$ cat config.mk
export PLATFORM = sky130hd
export DESIGN_NAME = lifo_stack_param
export DESIGN_NICKNAME = d
export VERILOG_FILES = /design/src/rtl/lifo_pkg.sv /design/src/rtl/lifo_mem.sv /design/src/rtl/lifo_stack_param.sv
export SDC_FILE = /design/constraint.sdc
export NUM_CORES = 1
export LEC_CHECK = 0
export ABC_AREA = 1
export BUFFER_PORTS_ARGS = -buffer_cell sky130_fd_sc_hd__buf_4
export CELL_PAD_IN_SITES_DETAIL_PLACEMENT = 1
export CELL_PAD_IN_SITES_GLOBAL_PLACEMENT = 1
export CORE_MARGIN = 10
export CORE_UTILIZATION = 46
export DETAILED_ROUTE_END_ITERATION = 8
export PLACE_DENSITY = 0.8
export SLEW_MARGIN = 20
export SYNTH_ARGS = -nofsm -noshare
export SYNTH_HDL_FRONTEND = slang
export SYNTH_SLANG_ARGS = --single-unit
export TNS_END_PERCENT = 30
$ cat constraint.sdc
create_clock -name clk -period 3.4 [get_ports clk]
set_clock_uncertainty 0.15 [all_clocks]
set_input_delay 0.17 -clock clk [delete_from_list [all_inputs] [get_ports clk]]
set_output_delay 0.17 -clock clk [all_outputs]
set_load 0.02 [all_outputs]
$ cat src/rtl/lifo_pkg.sv
// Shared definitions for the parametrised LIFO stack: default sizes, the
// per-cycle operation encoding and the occupancy-count width helper.
package lifo_pkg;

    localparam int DEF_DATA_W = 8;
    localparam int DEF_DEPTH  = 8;

    // One action is selected per cycle from (push, pop, current state).
    typedef enum logic [2:0] {
        OP_IDLE = 3'd0,
        OP_PUSH = 3'd1,
        OP_POP  = 3'd2,
        OP_XCHG = 3'd3,
        OP_PASS = 3'd4,
        OP_OVF  = 3'd5,
        OP_UNF  = 3'd6
    } op_t;

    // Bits needed to hold an occupancy of 0..depth inclusive.
    function automatic int cnt_width(input int depth);
        return $clog2(depth + 1);
    endfunction

endpackage

$ cat src/rtl/lifo_mem.sv
// Storage array for the LIFO stack: DEPTH x DATA_W registers with one
// synchronous write port and one combinational read port. Not reset.
module lifo_mem
    import lifo_pkg::*;
#(
    parameter int DATA_W = DEF_DATA_W,
    parameter int DEPTH  = DEF_DEPTH,
    parameter int AW     = $clog2(DEPTH)
) (
    input  logic              clk,
    input  logic              we,
    input  logic [AW-1:0]     waddr,
    input  logic [DATA_W-1:0] wdata,
    input  logic [AW-1:0]     raddr,
    output logic [DATA_W-1:0] rdata
);

    logic [DATA_W-1:0] mem [DEPTH];

    // Write port: data only, so no reset on the array.
    always_ff @(posedge clk) begin
        if (we) begin
            mem[waddr] <= wdata;
        end
    end

    assign rdata = mem[raddr];

endmodule

$ cat src/rtl/lifo_stack_param.sv
// Parametrised LIFO stack with registered pop data, same-cycle exchange and
// pass-through, registered flags derived from the next count, and
// overflow/underflow reporting.
// Optional build macro LIFO_ERR_STICKY_EN: overflow/underflow stay set until
// reset instead of pulsing for one cycle.
module lifo_stack_param
    import lifo_pkg::*;
#(
    parameter int DATA_W   = DEF_DATA_W,
    parameter int DEPTH    = DEF_DEPTH,
    parameter int AFULL_TH = DEPTH - 1
) (
    input  logic                          clk,
    input  logic                          reset,
    input  logic                          push,
    input  logic                          pop,
    input  logic [DATA_W-1:0]             data_in,
    output logic [DATA_W-1:0]             data_out,
    output logic                          out_valid,
    output logic [cnt_width(DEPTH)-1:0]   count,
    output logic                          empty,
    output logic                          full,
    output logic                          almost_full,
    output logic                          overflow,
    output logic                          underflow
);

    localparam int CNT_W = cnt_width(DEPTH);
    localparam int AW    = $clog2(DEPTH);

    op_t               op;
    logic [CNT_W-1:0]  count_nxt;
    logic [AW-1:0]     idx_top;
    logic [AW-1:0]     idx_free;
    logic              mem_we;
    logic [AW-1:0]     mem_waddr;
    logic [DATA_W-1:0] mem_rdata;

    // Top-of-stack entry and the first free slot; only the low bits index
    // the array, the count itself never wraps.
    assign idx_top  = AW'(count - CNT_W'(1));
    assign idx_free = AW'(count);

    // Decode the cycle's single action from the requests and registered flags.
    always_comb begin
        op = OP_IDLE;
        if (push && pop) begin
            op = empty ? OP_PASS : OP_XCHG;
        end else if (push) begin
            op = full ? OP_OVF : OP_PUSH;
        end else if (pop) begin
            op = empty ? OP_UNF : OP_POP;
        end
    end

    // Next occupancy, memory write port steering.
    always_comb begin
        count_nxt = count;
        mem_we    = 1'b0;
        mem_waddr = idx_free;
        case (op)
            OP_PUSH: begin
                count_nxt = count + CNT_W'(1);
                mem_we    = 1'b1;
            end
            OP_POP: begin
                count_nxt = count - CNT_W'(1);
            end
            OP_XCHG: begin
                mem_we    = 1'b1;
                mem_waddr = idx_top;
            end
            default: ;
        endcase
    end

    lifo_mem #(
        .DATA_W (DATA_W),
        .DEPTH  (DEPTH),
        .AW     (AW)
    ) u_mem (
        .clk   (clk),
        .we    (mem_we),
        .waddr (mem_waddr),
        .wdata (data_in),
        .raddr (idx_top),
        .rdata (mem_rdata)
    );

    // Count and flags register together so flags always match count.
    always_ff @(posedge clk or posedge reset) begin
        if (reset) begin
            count       <= '0;
            empty       <= 1'b1;
            full        <= 1'b0;
            almost_full <= 1'b0;
        end else begin
            count       <= count_nxt;
            empty       <= (count_nxt == '0);
            full        <= (count_nxt == CNT_W'(DEPTH));
            almost_full <= (count_nxt >= CNT_W'(AFULL_TH));
        end
    end

    // Read result: exchange reads the old top before it is overwritten.
    always_ff @(posedge clk or posedge reset) begin
        if (reset) begin
            data_out  <= '0;
            out_valid <= 1'b0;
        end else begin
            out_valid <= (op == OP_POP) || (op == OP_XCHG) || (op == OP_PASS);
            if ((op == OP_POP) || (op == OP_XCHG)) begin
                data_out <= mem_rdata;
            end else if (op == OP_PASS) begin
                data_out <= data_in;
            end
        end
    end

    // Error reporting: pulse per offending request, or latched until reset.
    always_ff @(posedge clk or posedge reset) begin
        if (reset) begin
            overflow  <= 1'b0;
            underflow <= 1'b0;
        end else begin
`ifdef LIFO_ERR_STICKY_EN
            overflow  <= overflow  | (op == OP_OVF);
            underflow <= underflow | (op == OP_UNF);
`else
            overflow  <= (op == OP_OVF);
            underflow <= (op == OP_UNF);
`endif
        end
    end

endmodule

==> flow_metrics.env, run 1 <==
export IMPL_synth_xor_area_share_pct=1.82
export IMPL_nNetsFinal=436
export IMPL_p_leak_nw=1.93
export IMPL_hp_start="data_out[0]"
export IMPL_cp_startpoint="count[1]"
export IMPL_synthSimpleGateAreaFrac_pct=22.8
export IMPL_fin_setup_tns_ns=0
export IMPL_hpwl_um=7050
export IMPL_p_int_mw=2.24
export IMPL_drv_slew=0
export IMPL_grt_pass1_wl_um=16300
export IMPL_synth_top_area_cell="edfxtp_1"
export IMPL_startpoint_type="flop"
export IMPL_synthCells=379
export IMPL_synth_compound_area_share_pct=2.66
export IMPL_avgSynthCellArea_um2=9.80
export IMPL_drcViolationCount=0
export IMPL_hold_class="flop to flop"
export IMPL_final_area_um2=4340
export IMPL_seqPwrFrac_pct=36.0
export IMPL_finalSetupViolCount=0
export IMPL_num_io_pins=30
export IMPL_yosys_top_cells_area="edfxtp_1 (52%), dfrtp_1 (11%), nand2_1 (11%)"
export IMPL_clockPowerShare_pct=19.4
export IMPL_ys_seq_area_share_pct=63.9
export IMPL_cts_buffers=9
export IMPL_reg2reg_slack_ns=0.84
export IMPL_drt_wirelength_per_cell_um=19.2
export IMPL_syn_num_nets=393
export IMPL_clk_pin_slew_ns=0.08
export IMPL_synth_area_um2=3710
export IMPL_worst_slack_ns=0.839
export IMPL_slew_headroom_pct=48.9
export IMPL_cp_required_ns=3.23
export IMPL_holdWs_ns=0.346
export IMPL_synth_seq_cells=82
export IMPL_clk_latency_ns=0.35
export IMPL_synth_common_cells="nand2_1 (105), edfxtp_1 (64), nand3_1 (63)"
export IMPL_wl_um=10100
export IMPL_end_kind="flop"
export IMPL_crit_type="flop to flop"
export IMPL_cts_resized_gates=0
export IMPL_p_switching_mw=1.66
export IMPL_fin_crit_sh_pct=75.3
export IMPL_max_freq_mhz=390
export IMPL_via_per_inst=5.22
export IMPL_vias=2761
export IMPL_syn2layout_area_growth_pct=16.8
export IMPL_yosys_most_used_dff="edfxtp_1"
export IMPL_hold_violations=0
export IMPL_r2r_start="count[1]"
export IMPL_drive_above_1_share_pct=14.1
export IMPL_clock_sinks=82
export IMPL_crit_arrival_ns=2.39
export IMPL_track_usage_pct=18.0
export IMPL_maxCapViolations=0
export IMPL_grt_pass1_vias=2936
export IMPL_swShare_pct=42.6
export IMPL_place_ws_ns=0.823
export IMPL_grt_max_degree=38
export IMPL_period_needed_ns=2.56
export IMPL_synth_top_area_share_pct=51.8
export IMPL_die_y_um=110
export IMPL_yosysMostFrequentCell="nand2_1"
export IMPL_core_area_um2=7810
export IMPL_status="complete, no violations"
export IMPL_dieWidth_um=110
export IMPL_power_density_nw_per_um2=898
export IMPL_async_flop_share_pct=22.0
export IMPL_synth_top_family_by_area="simple AND/OR/NAND/NOR gates"
export IMPL_power_frac_comb_pct=44.6
export IMPL_place_area_um2=4000
export IMPL_cts_root_buf="clkbuf_8"
export IMPL_rows=32
export IMPL_cts_tree="done"
export IMPL_initial_utilization_pct=47.6
export IMPL_dr_pass1_iters=4
export IMPL_die_area_um2=12100
export IMPL_ys_warn_count=0
export IMPL_cts_htree_levels=3
export IMPL_worstMarginPinSlew_ns=0.764
export IMPL_crit_fanout=9
export IMPL_synthMuxAreaShare_pct=0
export IMPL_synth_edf_count=64
export IMPL_port_buffers=29
export IMPL_ant_nets=0
export IMPL_grt_antenna_before_repair=0
export IMPL_synth_fa_ha_area_share_pct=0.674
export IMPL_peakVddDrop_mv=0.344
export IMPL_n_antenna_cell=0
export IMPL_cts_max_path_buffers=2
export IMPL_rsz0062_at_grt="false"
export IMPL_gp_congestion=0.884
export IMPL_first_iter_violations=214
export IMPL_yosysUniqueCellTypes=25
export IMPL_gr_total_overflow=0
-- layer usage --
layer / track usage, % / vias to the layer above / share of wire [%]
met5: 0 / - / 0
met4: 4.18 / 0 / 0.90
met3: 3.86 / 6 / 5.4
met2: 29.4 / 66 / 49
met1: 23.9 / 1379 / 44
li1: - / 1310 / -
-- logic make-up after synthesis --
group,count (synthesis)
AND/OR/NAND/NOR,199
XOR/XNOR,6
flip-flops,82
buffers and inverters,71
adder cells (fa/ha/maj),2
AO/OA/AOI/OAI,19
-- area by class of cell --
cell class | count | area [um^2]
flip-flops and latches | 82 | 2370
inverters | 59 | 223
repair buffers | 44 | 360
clock buffers | 12 | 166
fillers | 896 | 3470
multi-input cells | 226 | 1040
well taps | 102 | 128
clock inverters | 4 | 48.8
-- flip-flops by register name, summed over array words and instances (netlist names) --
name,cells
count,4
data_out,8
almost_full,1
full,1
underflow,1
u_mem.mem,64
empty,1
overflow,1
out_valid,1
-- what timing repair did --
| item | in CTS | in global routing |
|---|---|---|
| buffers inserted | 0 | 0 |
| hold buffers | 12 | 0 |
| endpoints found under the hold margin | 83 | 0 |
-- placed cells by master (no fill, tap or decap), drive strengths merged, types with 2 or more instances in the layout --
cell type	instances
clkbuf	12
clkinv	5
o21ai	5
nand2	106
dfrtp	17
dlygate4sd3	12
xor2	5
nand3	65
nor2	25
edfxtp	64
a21oi	14
buf	32
inv	57
ha	2
-- critical path, cell delays in order (launching register included) --
cell,delay [ns]
dfrtp_1,0.45
inv_1,0.11
ha_1,0.26
xnor2_2,0.41
o21ai_2,0.12
inv_1,0.09
nand2_1,0.08
nor2_1,0.53
-- worst paths after layout --
kind,cells past startpoint,to
hold / removal,2,data_out[0]
setup reg to reg,7,u_mem.mem[0][4]
max in group asynchronous,3,count[3]
setup / recovery,7,u_mem.mem[0][4]
hold reg to reg,2,data_out[0]
min in group asynchronous,3,out_valid
-- power groups by stage --
| stage | Combinational [mW] | Sequential, mW | Clock (mW) |
|---|---|---|---|
| 2_1_floorplan | 1.09 | 1.49 | 0 |
| 3_3_place_gp | 1.65 | 1.41 | 0 |
| 3_5_place_dp | 1.70 | 1.43 | 0 |
| 4_1_cts | 1.74 | 1.41 | 0.761 |
| 5_1_grt | 1.93 | 1.43 | 0.811 |
| 6_report | 1.74 | 1.40 | 0.757 |
-- per-stage QoR --
stage               util (%)  cells  power (mW)
floorplan                  -    379        2.58
global placement        51.3    501        3.06
detailed placement      51.3    501        3.13
CTS                     55.6    529        3.90
global route            55.6    529        4.16
finish                  55.6    529        3.90
No activity file was read; power rests on OpenSTA's default activity.
==> run 2: changes to the inputs <==
==> constraint.sdc (replaced) <==
create_clock -name clk -period 2.65 [get_ports clk]
set_clock_uncertainty 0.15 [all_clocks]
set_input_delay 0.1325 -clock clk [delete_from_list [all_inputs] [get_ports clk]]
set_output_delay 0.1325 -clock clk [all_outputs]
set_load 0.02 [all_outputs]
==> flow_metrics.env, run 2 (synthesis gave the netlist of run 1 again) <==
export IMPL_fin_setup_tns_ns=0
export IMPL_multiInputGateArea_um2=1040
export IMPL_power_density_nw_per_um2=1130
export IMPL_cts_root_buf="clkbuf_8"
export IMPL_via_per_inst=5.22
export IMPL_crit_top_cell="nand2_1"
export IMPL_path_cells="clkinv_2 -> nand3_2 -> nand2_1 -> o21ai_1 -> nand2_1 -> nor2_1"
export IMPL_num_io_pins=30
export IMPL_initial_utilization_pct=47.6
export IMPL_fillers=891
export IMPL_top_regs="u_mem.mem x64, data_out x8, count x4"
export IMPL_worst_slack_ns=0.191
export IMPL_fin_crit_sh_pct=92.8
export IMPL_grt_antenna_before_repair=0
export IMPL_end_kind="flop"
export IMPL_layout_common_cells="nand2_1 (105), edfxtp_1 (64), nand3_1 (63), inv_1 (52), buf_4 (39)"
export IMPL_period_needed_ns=2.46
export IMPL_gp_congestion=0.870
export IMPL_n_antenna_cell=0
export IMPL_slew_headroom_pct=48.9
export IMPL_cts_buffers=9
export IMPL_gr_total_overflow=0
export IMPL_finalPower_mw=4.92
export IMPL_startpoint_type="flop"
export IMPL_p_leak_nw=1.95
export IMPL_cts_tree="done"
export IMPL_cp_required_ns=2.48
export IMPL_hold_violations=0
export IMPL_regMostFlops="u_mem.mem"
export IMPL_cts_resized_gates=0
export IMPL_core_area_um2=7810
export IMPL_clockPowerShare_pct=18.1
export IMPL_holdWs_ns=0.324
export IMPL_largest_reg_flops=64
export IMPL_final_area_um2=4370
export IMPL_rows=32
export IMPL_seqPwrFrac_pct=36.6
export IMPL_drive_above_1_share_pct=15.2
export IMPL_ant_nets=0
export IMPL_crit_arrival_ns=2.29
export IMPL_place_ws_ns=0.186
export IMPL_power_frac_comb_pct=45.3
export IMPL_clock_sinks=82
export IMPL_grt_pass1_vias=2943
export IMPL_syn2layout_area_growth_pct=17.7
export IMPL_hold_class="primary input to asynchronous set/reset pin"
export IMPL_port_buffers=29
export IMPL_first_iter_violations=205
export IMPL_status="complete, no violations"
export IMPL_clk_pin_slew_ns=0.08
export IMPL_p_int_mw=2.83
export IMPL_grt_max_degree=38
export IMPL_hpwl_um=7080
export IMPL_drt_wirelength_per_cell_um=18.7
export IMPL_cts_htree_levels=3
export IMPL_clk_latency_ns=0.35
export IMPL_slowest_delay_ns=0.69
export IMPL_rsz0062_at_grt="false"
export IMPL_die_y_um=110
export IMPL_vias=2800
export IMPL_final_common_cell="nand2_1"
export IMPL_max_freq_mhz=407
export IMPL_dieWidth_um=110
export IMPL_wl_um=10000
export IMPL_swShare_pct=42.4
export IMPL_crit_path_top_delay_cell="dfstp_2"
export IMPL_drcViolationCount=0
export IMPL_track_usage_pct=17.6
export IMPL_finalSetupViolCount=0
export IMPL_p_switching_mw=2.09
export IMPL_place_area_um2=4060
export IMPL_place_inst=508
export IMPL_final_core_util_pct=56.0
export IMPL_cts_max_path_buffers=2
export IMPL_grt_pass1_wl_um=15900
export IMPL_dr_pass1_iters=5
export IMPL_regArea_um2=2370
export IMPL_die_area_um2=12100
export IMPL_crit_fanout=11
export IMPL_worstMarginPinSlew_ns=0.766
export IMPL_nNetsFinal=443
export IMPL_drv_slew=0
export IMPL_final_cells=536
export IMPL_maxCapViolations=0
export IMPL_peakVddDrop_mv=0.546
export IMPL_crit_type="flop to flop"
-- run 2: cell types whose count changed in the layout (fill, tap and decap cells not counted), sizes merged --
cell	change
buf	+7
clkbuf	-2
clkinv	+1
clkinvlp	+1
-- run 2: timing repair --
item                                   in CTS  in global routing
endpoints found under the hold margin      83                  0
hold buffers                               12                  0
buffers inserted                            0                  0
-- run 2: worst paths after layout --
kind | startpoint | endpoint | slack (ns) | cells after the start
max in group asynchronous | reset | count[1] | 1.55 | 3
min in group clk | data_out[0] | data_out[0] | 0.39 | 2
worst max-delay path | empty | u_mem.mem[7][5] | 0.19 | 6
worst min-delay path | reset | data_out[4] | 0.32 | 3
worst max register to register | empty | u_mem.mem[7][5] | 0.19 | 6
worst min register to register | data_out[0] | data_out[0] | 0.39 | 2
-- run 2: power by group through the flow --
stage	sequential, mW	clock, mW	combinational (mW)
4_1_cts	1.80	0.912	2.23
3_5_place_dp	1.83	0	2.21
2_1_floorplan	1.91	0	1.40
5_1_grt	1.83	0.958	2.48
3_3_place_gp	1.81	0	2.15
6_report	1.80	0.888	2.23
-- run 2: critical path: cells and delay by family, from the launching register on --
kind	cells	cell delay [ns]
simple gates	4	0.96
buf+inv	1	0.14
compound gates	1	0.15
flops	1	0.69
-- run 2: metal layers --
layer	routed length [um]	vias up	GRT usage [%]	share of wire, %
met1	4510	1387	23.7	45
met4	171	0	6.13	1.7
met5	0	-	0	0
met2	4820	70	27.7	48
li1	-	1329	-	-
met3	500	14	3.57	5.0
-- run 2: cell type report --
| type | instances | share of cell area (%) |
|---|---|---|
| Clock inverter | 6 | 1.55 |
| Sequential cell | 82 | 54.3 |
| Multi-Input combinational cell | 226 | 23.8 |
| Tap cell | 102 | 2.92 |
| Clock buffer | 10 | 2.92 |
| Timing Repair Buffer | 51 | 9.44 |
| Inverter | 59 | 5.09 |
